===== src/rtl/param_seq_detector.sv =====
// Serial LEN-bit pattern detector with overlap mode
// and a saturating match counter.
module param_seq_detector #(
  parameter int                LEN     = 4,
  parameter logic [LEN-1:0]    PATTERN = 4'b1011,
  parameter bit                OVERLAP = 1'b1,
  parameter int                CNT_W   = 8,
  localparam int               FW      = $clog2(LEN+1)
) (
  input  logic             CLK,
  input  logic             nRST,
  input  logic             EN,
  input  logic             CLR,
  input  logic             X_IN,
  output logic             Y_OUT,
  output logic [CNT_W-1:0] DET_CNT,
  output logic [FW-1:0]    FILL
);

  localparam logic [FW-1:0] FULL = FW'(LEN);

  logic [LEN-1:0] hist;
  logic [LEN-1:0] nh;
  logic [FW-1:0]  nf;
  logic           hit;
  logic           cnt_max;

  always_comb begin
    nh      = {hist[LEN-2:0], X_IN};
    nf      = (FILL == FULL) ? FILL : FILL + 1'b1;
    hit     = (nf == FULL) && (nh == PATTERN);
    cnt_max = &DET_CNT;
  end

  // hist may hold stale zeros; FILL gates hits until LEN fresh bits
  always_ff @(posedge CLK or negedge nRST) begin
    if (!nRST) begin
      hist    <= '0;
      FILL    <= '0;
      Y_OUT   <= 1'b0;
      DET_CNT <= '0;
    end else if (CLR) begin
      hist    <= '0;
      FILL    <= '0;
      Y_OUT   <= 1'b0;
      DET_CNT <= '0;
    end else if (EN) begin
      hist  <= nh;
      Y_OUT <= hit;
      FILL  <= (hit && !OVERLAP) ? '0 : nf;
      if (hit && !cnt_max)
        DET_CNT <= DET_CNT + 1'b1;
    end else begin
      Y_OUT <= 1'b0;
    end
  end

endmodule


===== config.mk =====
export PLATFORM = sky130hd
export DESIGN_NAME = param_seq_detector
export DESIGN_NICKNAME = d
export VERILOG_FILES = /design/src/rtl/param_seq_detector.sv
export SDC_FILE = /design/constraint.sdc
export NUM_CORES = 1
export LEC_CHECK = 0
export BUFFER_PORTS_ARGS = -buffer_cell sky130_fd_sc_hd__buf_2
export CORE_MARGIN = 4
export CORE_UTILIZATION = 40
export DETAILED_ROUTE_END_ITERATION = 10
export PLACE_DENSITY = 0.67
export SLEW_MARGIN = 10
export SYNTH_ARGS = -nofsm -noshare
export SYNTH_HDL_FRONTEND = slang
export SYNTH_SLANG_ARGS = --single-unit

===== constraint.sdc =====
create_clock -name CLK -period 2.65 [get_ports CLK]
set_input_delay 0.53 -clock CLK [delete_from_list [all_inputs] [get_ports CLK]]
set_output_delay 0.53 -clock CLK [all_outputs]
set_load 0.01 [all_outputs]

# Word-level counts from Yosys, hierarchy flattened
# Cells that the tools add are included.
# totals
inputBits	5
output_inout_bits	12
regBits	15
elab_cells	26
# op_classes
muxes	10
eq_ne	3
n_reduce_logical	7
n_addsub	2
# ops
op	count
2-to-1 mux 8 bit	3
2-to-1 mux 3 bit	5
adder 8 x 1 -> 8 bit, second input constant	1
AND reduction 8 bit	1
equality test 3 bit, second input constant	2
equality test 4 bit, second input constant	1
nonzero test 2 bit	2
adder 3 x 1 -> 3 bit, second input constant	1
logical AND 1 bit	2
2-to-1 mux 1 bit	2
AND reduction 2 bit	1
logical NOT 1 bit	1

# Logic depth before layout (Yosys ltp)
# logic_depth
ltp_word	8
ltp_mapped	7
mapped_depth_nobuf	7

# Least setup slack after synthesis
# OpenSTA, ideal clock, no wires.
# synth_path
kind	flip-flop to flip-flop
startpoint	reg FILL[0]
endpoint	reg DET_CNT[6]
t_required_ps	2573
t_arrival_ps	2025
synth_period_minus_slack_ps	2102
setup_time_ps	77
slack_ps	548
path_stages_with_launch	8
n_path_buf	0
path_cell_list	dfrtp_1 -> inv_1 -> ha_1 -> or3b_4 -> a31oi_4 -> nand3_4 -> or4_1 -> a21oi_1
# synth_between
elab_chain_cells	7
elab_cells_between_ends	8
cone_classes	add/sub: 1; eq/ne: 2; mux: 1; reduce/logical: 4
# synth_rtl
item	line	rtl
from (decl)	17	output logic [FW-1:0] FILL
from (signal assigned)	50	FILL <= (hit && !OVERLAP) ? '0 : nf;
adder 3 x 1 -> 3 bit / equality test 3 bit (equally long branches)	30	nf = (FILL == FULL) ? FILL : FILL + 1'b1;
2-to-1 mux 3 bit (*)	30	
equality test 3 bit (*)	31	hit = (nf == FULL) && (nh == PATTERN);
logical AND 1 bit (*)	31	
logical AND 1 bit (*)	51	if (hit && !cnt_max)
nonzero test 2 bit (no source line) (*)	--	
AND reduction 2 bit (no source line) (*)	--	
to (signal assigned)	52	DET_CNT <= DET_CNT + 1'b1;
to (decl)	16	output logic [CNT_W-1:0] DET_CNT,
# Mark *: on every way between the ends. The rest lies on a longest branch, timed or not.
# A chain may end at the register's enable or synchronous reset.

# Final worst setup path
# Same ends and word-level chain as after synthesis.

==> run metrics <==
clk root buf=clkbuf_4; Total Power=415 uW; Pre-antenna DRT Iters=4; Clk Latency, worst-skew pair=about 280 ps; final WL=1.52 mm; clock power share=a little under a third; die width=approximately 53 um; RSZ-0062 raised after global routing=false; fillcell total=187; row count=15; die area=approximately 2800 sq um; CTS resizes=0; dpl hpwl=roughly 1.1 mm; Clock Skew=1.33 ps; # diodes=0; Gate power share=about a tenth; top post-synthesis cells by area=dfrtp_1 (47%), mux2i_1 (6.3%), ha_1 (4.7%); mapped cell area=~800 sq um; Port-buffer cells=16; Syn-to-layout area delta=15.8%; Post-CTS Hold Buffers=0; Syn Nets=85; launch point of the worst reg-to-reg path=FILL[0]$_DFFE_PN0P_; Core ar.=around 1800 sq um; minimum clock period=2160 ps; RR Endpoint=DET_CNT[6]$_DFFE_PN0P_; Top FF cell, synth=dfrtp_1; vias in the first global route=slightly below 600; GPL Wtd Cong=around 0.7; Pint=approximately 310 uW; Avg Synthesized Cell Area=between 10 and 15 sq um; status=complete, no violations; cell taking the most area after synthesis=dfrtp_1; WP data arrival=around 2400 ps; cts bufs inserted=3; Synth Instances=a little under 80; Slew HR=between 70 and 80%; critical path launch point type=flip-flop; sequential share of power=roughly 58%; CTS max path bufs=2; Post-synth EDFFs=0; Max Fclk=around 460 MHz; Vias=roughly 640; Die H=52.7 um; Post-synth top cells=dfrtp_1 (15), nor2_1 (10), a21oi_1 (5), mux2i_1 (5), nand2_1 (5); final antenna-violating net count=0; Hold Vio Cnt, Final=0; Yosys warning count=0; DR iter-0 viols=6; maxcap violations=0; Setup CP Type=flip-flop to flip-flop; H-Tree Depth=1; Finished Layout Cells=120; Psw=105 uW; class of the worst hold path=primary input to asynchronous set/reset pin; TritonCTS clock tree=done; area fraction of the dominant cell type after synthesis=a little under half; total track usage=13.1%; Switching Fraction=between 20 and 30%; layout cells sized above 1=24.2%; count of final setup violators=0; grt total ovfl=0; synthesized flop and latch total=15; fin crit share=roughly four fifths; setup slack, reg-to-reg=just under 500 ps; clock sink total=15; count leader, synth=dfrtp_1; CP max FO=6; Worst-path clk slew=~90 ps; Synth cell types=28; Reg2Reg Depth=7; P_leak=0.000453 uW; Slew @ Worst Pin=337 ps; Req. time, crit path=2870 ps; Post-CTS Setup Repair Bufs=0; placed insts=approximately 120; Initial Utilization=between 40% and 50%; DR WL/cell=about 13 um; Peak VDD IR=about 320 uV; DR vias/cell=between 5 and 6; largest net degree at the start of global routing=17; fin nets=between 100 and 150; number of remaining DRC errors=0; I/O pins=17; sequential-to-total area share from yosys stat=a little under half; initial antenna violation count=0; fraction of registers with async set/reset=100%; Crit. End Element=flip-flop; Cell Pwr Density=approximately 450 nW/um^2; max-slew violation count=0; final setup TNS=0 ps; first-pass GRT wire length=around 2.6 mm
-- logic make-up after synthesis --
group,synth area share (%)
adders and majority gates,4.70
AOI/OAI and AO/OA,10.0
xor gates and xnor gates,4.39
buffers and inverters,2.35
and+or+nand+nor,25.2
DFF,47.0
muxes,6.27
-- area by class of cell --
class / count / area, sq um / area share [%]
multi-input combinational: 58 / 404 / 43.7
sequential: 15 / 375 / 40.6
clock buffer: 4 / 26.3 / 2.84
timing repair buffer: 16 / 80.1 / 8.66
tap: 25 / 31.3 / 3.38
inverter: 2 / 7.51 / 0.812
-- power groups by stage --
stage               Combinational [uW]  Sequential [uW]  Clock [uW]
floorplan                         29.1              244           0
global placement                  45.5              243           0
detailed placement                45.4              243           0
CTS                               45.5              239         136
global route                      49.6              240         149
finish                            44.5              239         132
-- sequential cells by signal, summed over array words and instances, names as in the netlist --
name / cells
DET_CNT: 8
FILL: 3
Y_OUT: 1
hist: 3
-- metrics by stage --
step                      util, %  hold slack [ps]  worst slack [ps]  cell area, sq um
after floorplan                 -              234               548               798
after global placement       49.9              456               537               898
after detailed placement     49.9              455               512               898
after CTS                    51.3              142               488               925
after global routing         51.3              141               295               925
final                        51.3              134               493               925
-- worst max-delay path, cell delays in order, from the launching register on --
cell and delay (ps):
dfrtp_1 420, inv_1 90, ha_1 310, nor4bb_1 270
and3_1 330, nand3_4 130, or4_1 410, a21oi_1 150
-- layer usage --
metal,part of all wire (%),wire (um),vias up,GRT usage (%)
li1,-,-,316,-
met1,45,680,300,14.9
met2,47,720,14,20.9
met3,5.1,78,5,3.70
met4,2.6,40,0,8.94
met5,0,0,-,0
-- cells in the final DEF (no fill, tap or decap) --
cell type / Yosys / final
nand3_4: 1 / 1
or3b_4: 1 / 1
nor4bb_1: 1 / 1
mux2i_1: 5 / 5
nor2b_1: 1 / 1
xnor2_1: 1 / 1
or4_1: 2 / 2
buf_2: 0 / 16
or2_2: 1 / 1
or3_1: 2 / 2
dfrtp_1: 15 / 15
nand2b_1: 1 / 1
xor2_1: 3 / 3
and4b_1: 1 / 1
inv_1: 2 / 2
o21ai_0: 3 / 3
nand4_1: 3 / 3
nor2_1: 10 / 10
o2111a_1: 1 / 1
nand3_1: 4 / 4
and3_1: 1 / 1
o31ai_1: 1 / 1
nor3_1: 1 / 1
nand2_1: 5 / 5
clkbuf_4: 0 / 3
clkbuf_1: 1 / 1
a31oi_4: 1 / 1
ha_1: 3 / 3
a21oi_1: 5 / 5
-- worst max path at each step --
stage                        startpoint                     end  slack (ps)  depth (start not counted)
floorplan           FILL[0]$_DFFE_PN0P_  DET_CNT[6]$_DFFE_PN0P_         550                          7
global placement    FILL[0]$_DFFE_PN0P_  DET_CNT[6]$_DFFE_PN0P_         540                          7
detailed placement  FILL[0]$_DFFE_PN0P_  DET_CNT[6]$_DFFE_PN0P_         510                          7
CTS                 FILL[0]$_DFFE_PN0P_  DET_CNT[6]$_DFFE_PN0P_         490                          7
global route        FILL[0]$_DFFE_PN0P_  DET_CNT[6]$_DFFE_PN0P_         300                          7
finish              FILL[0]$_DFFE_PN0P_  DET_CNT[6]$_DFFE_PN0P_         490                          7
(Power assumes the default switching activity.)
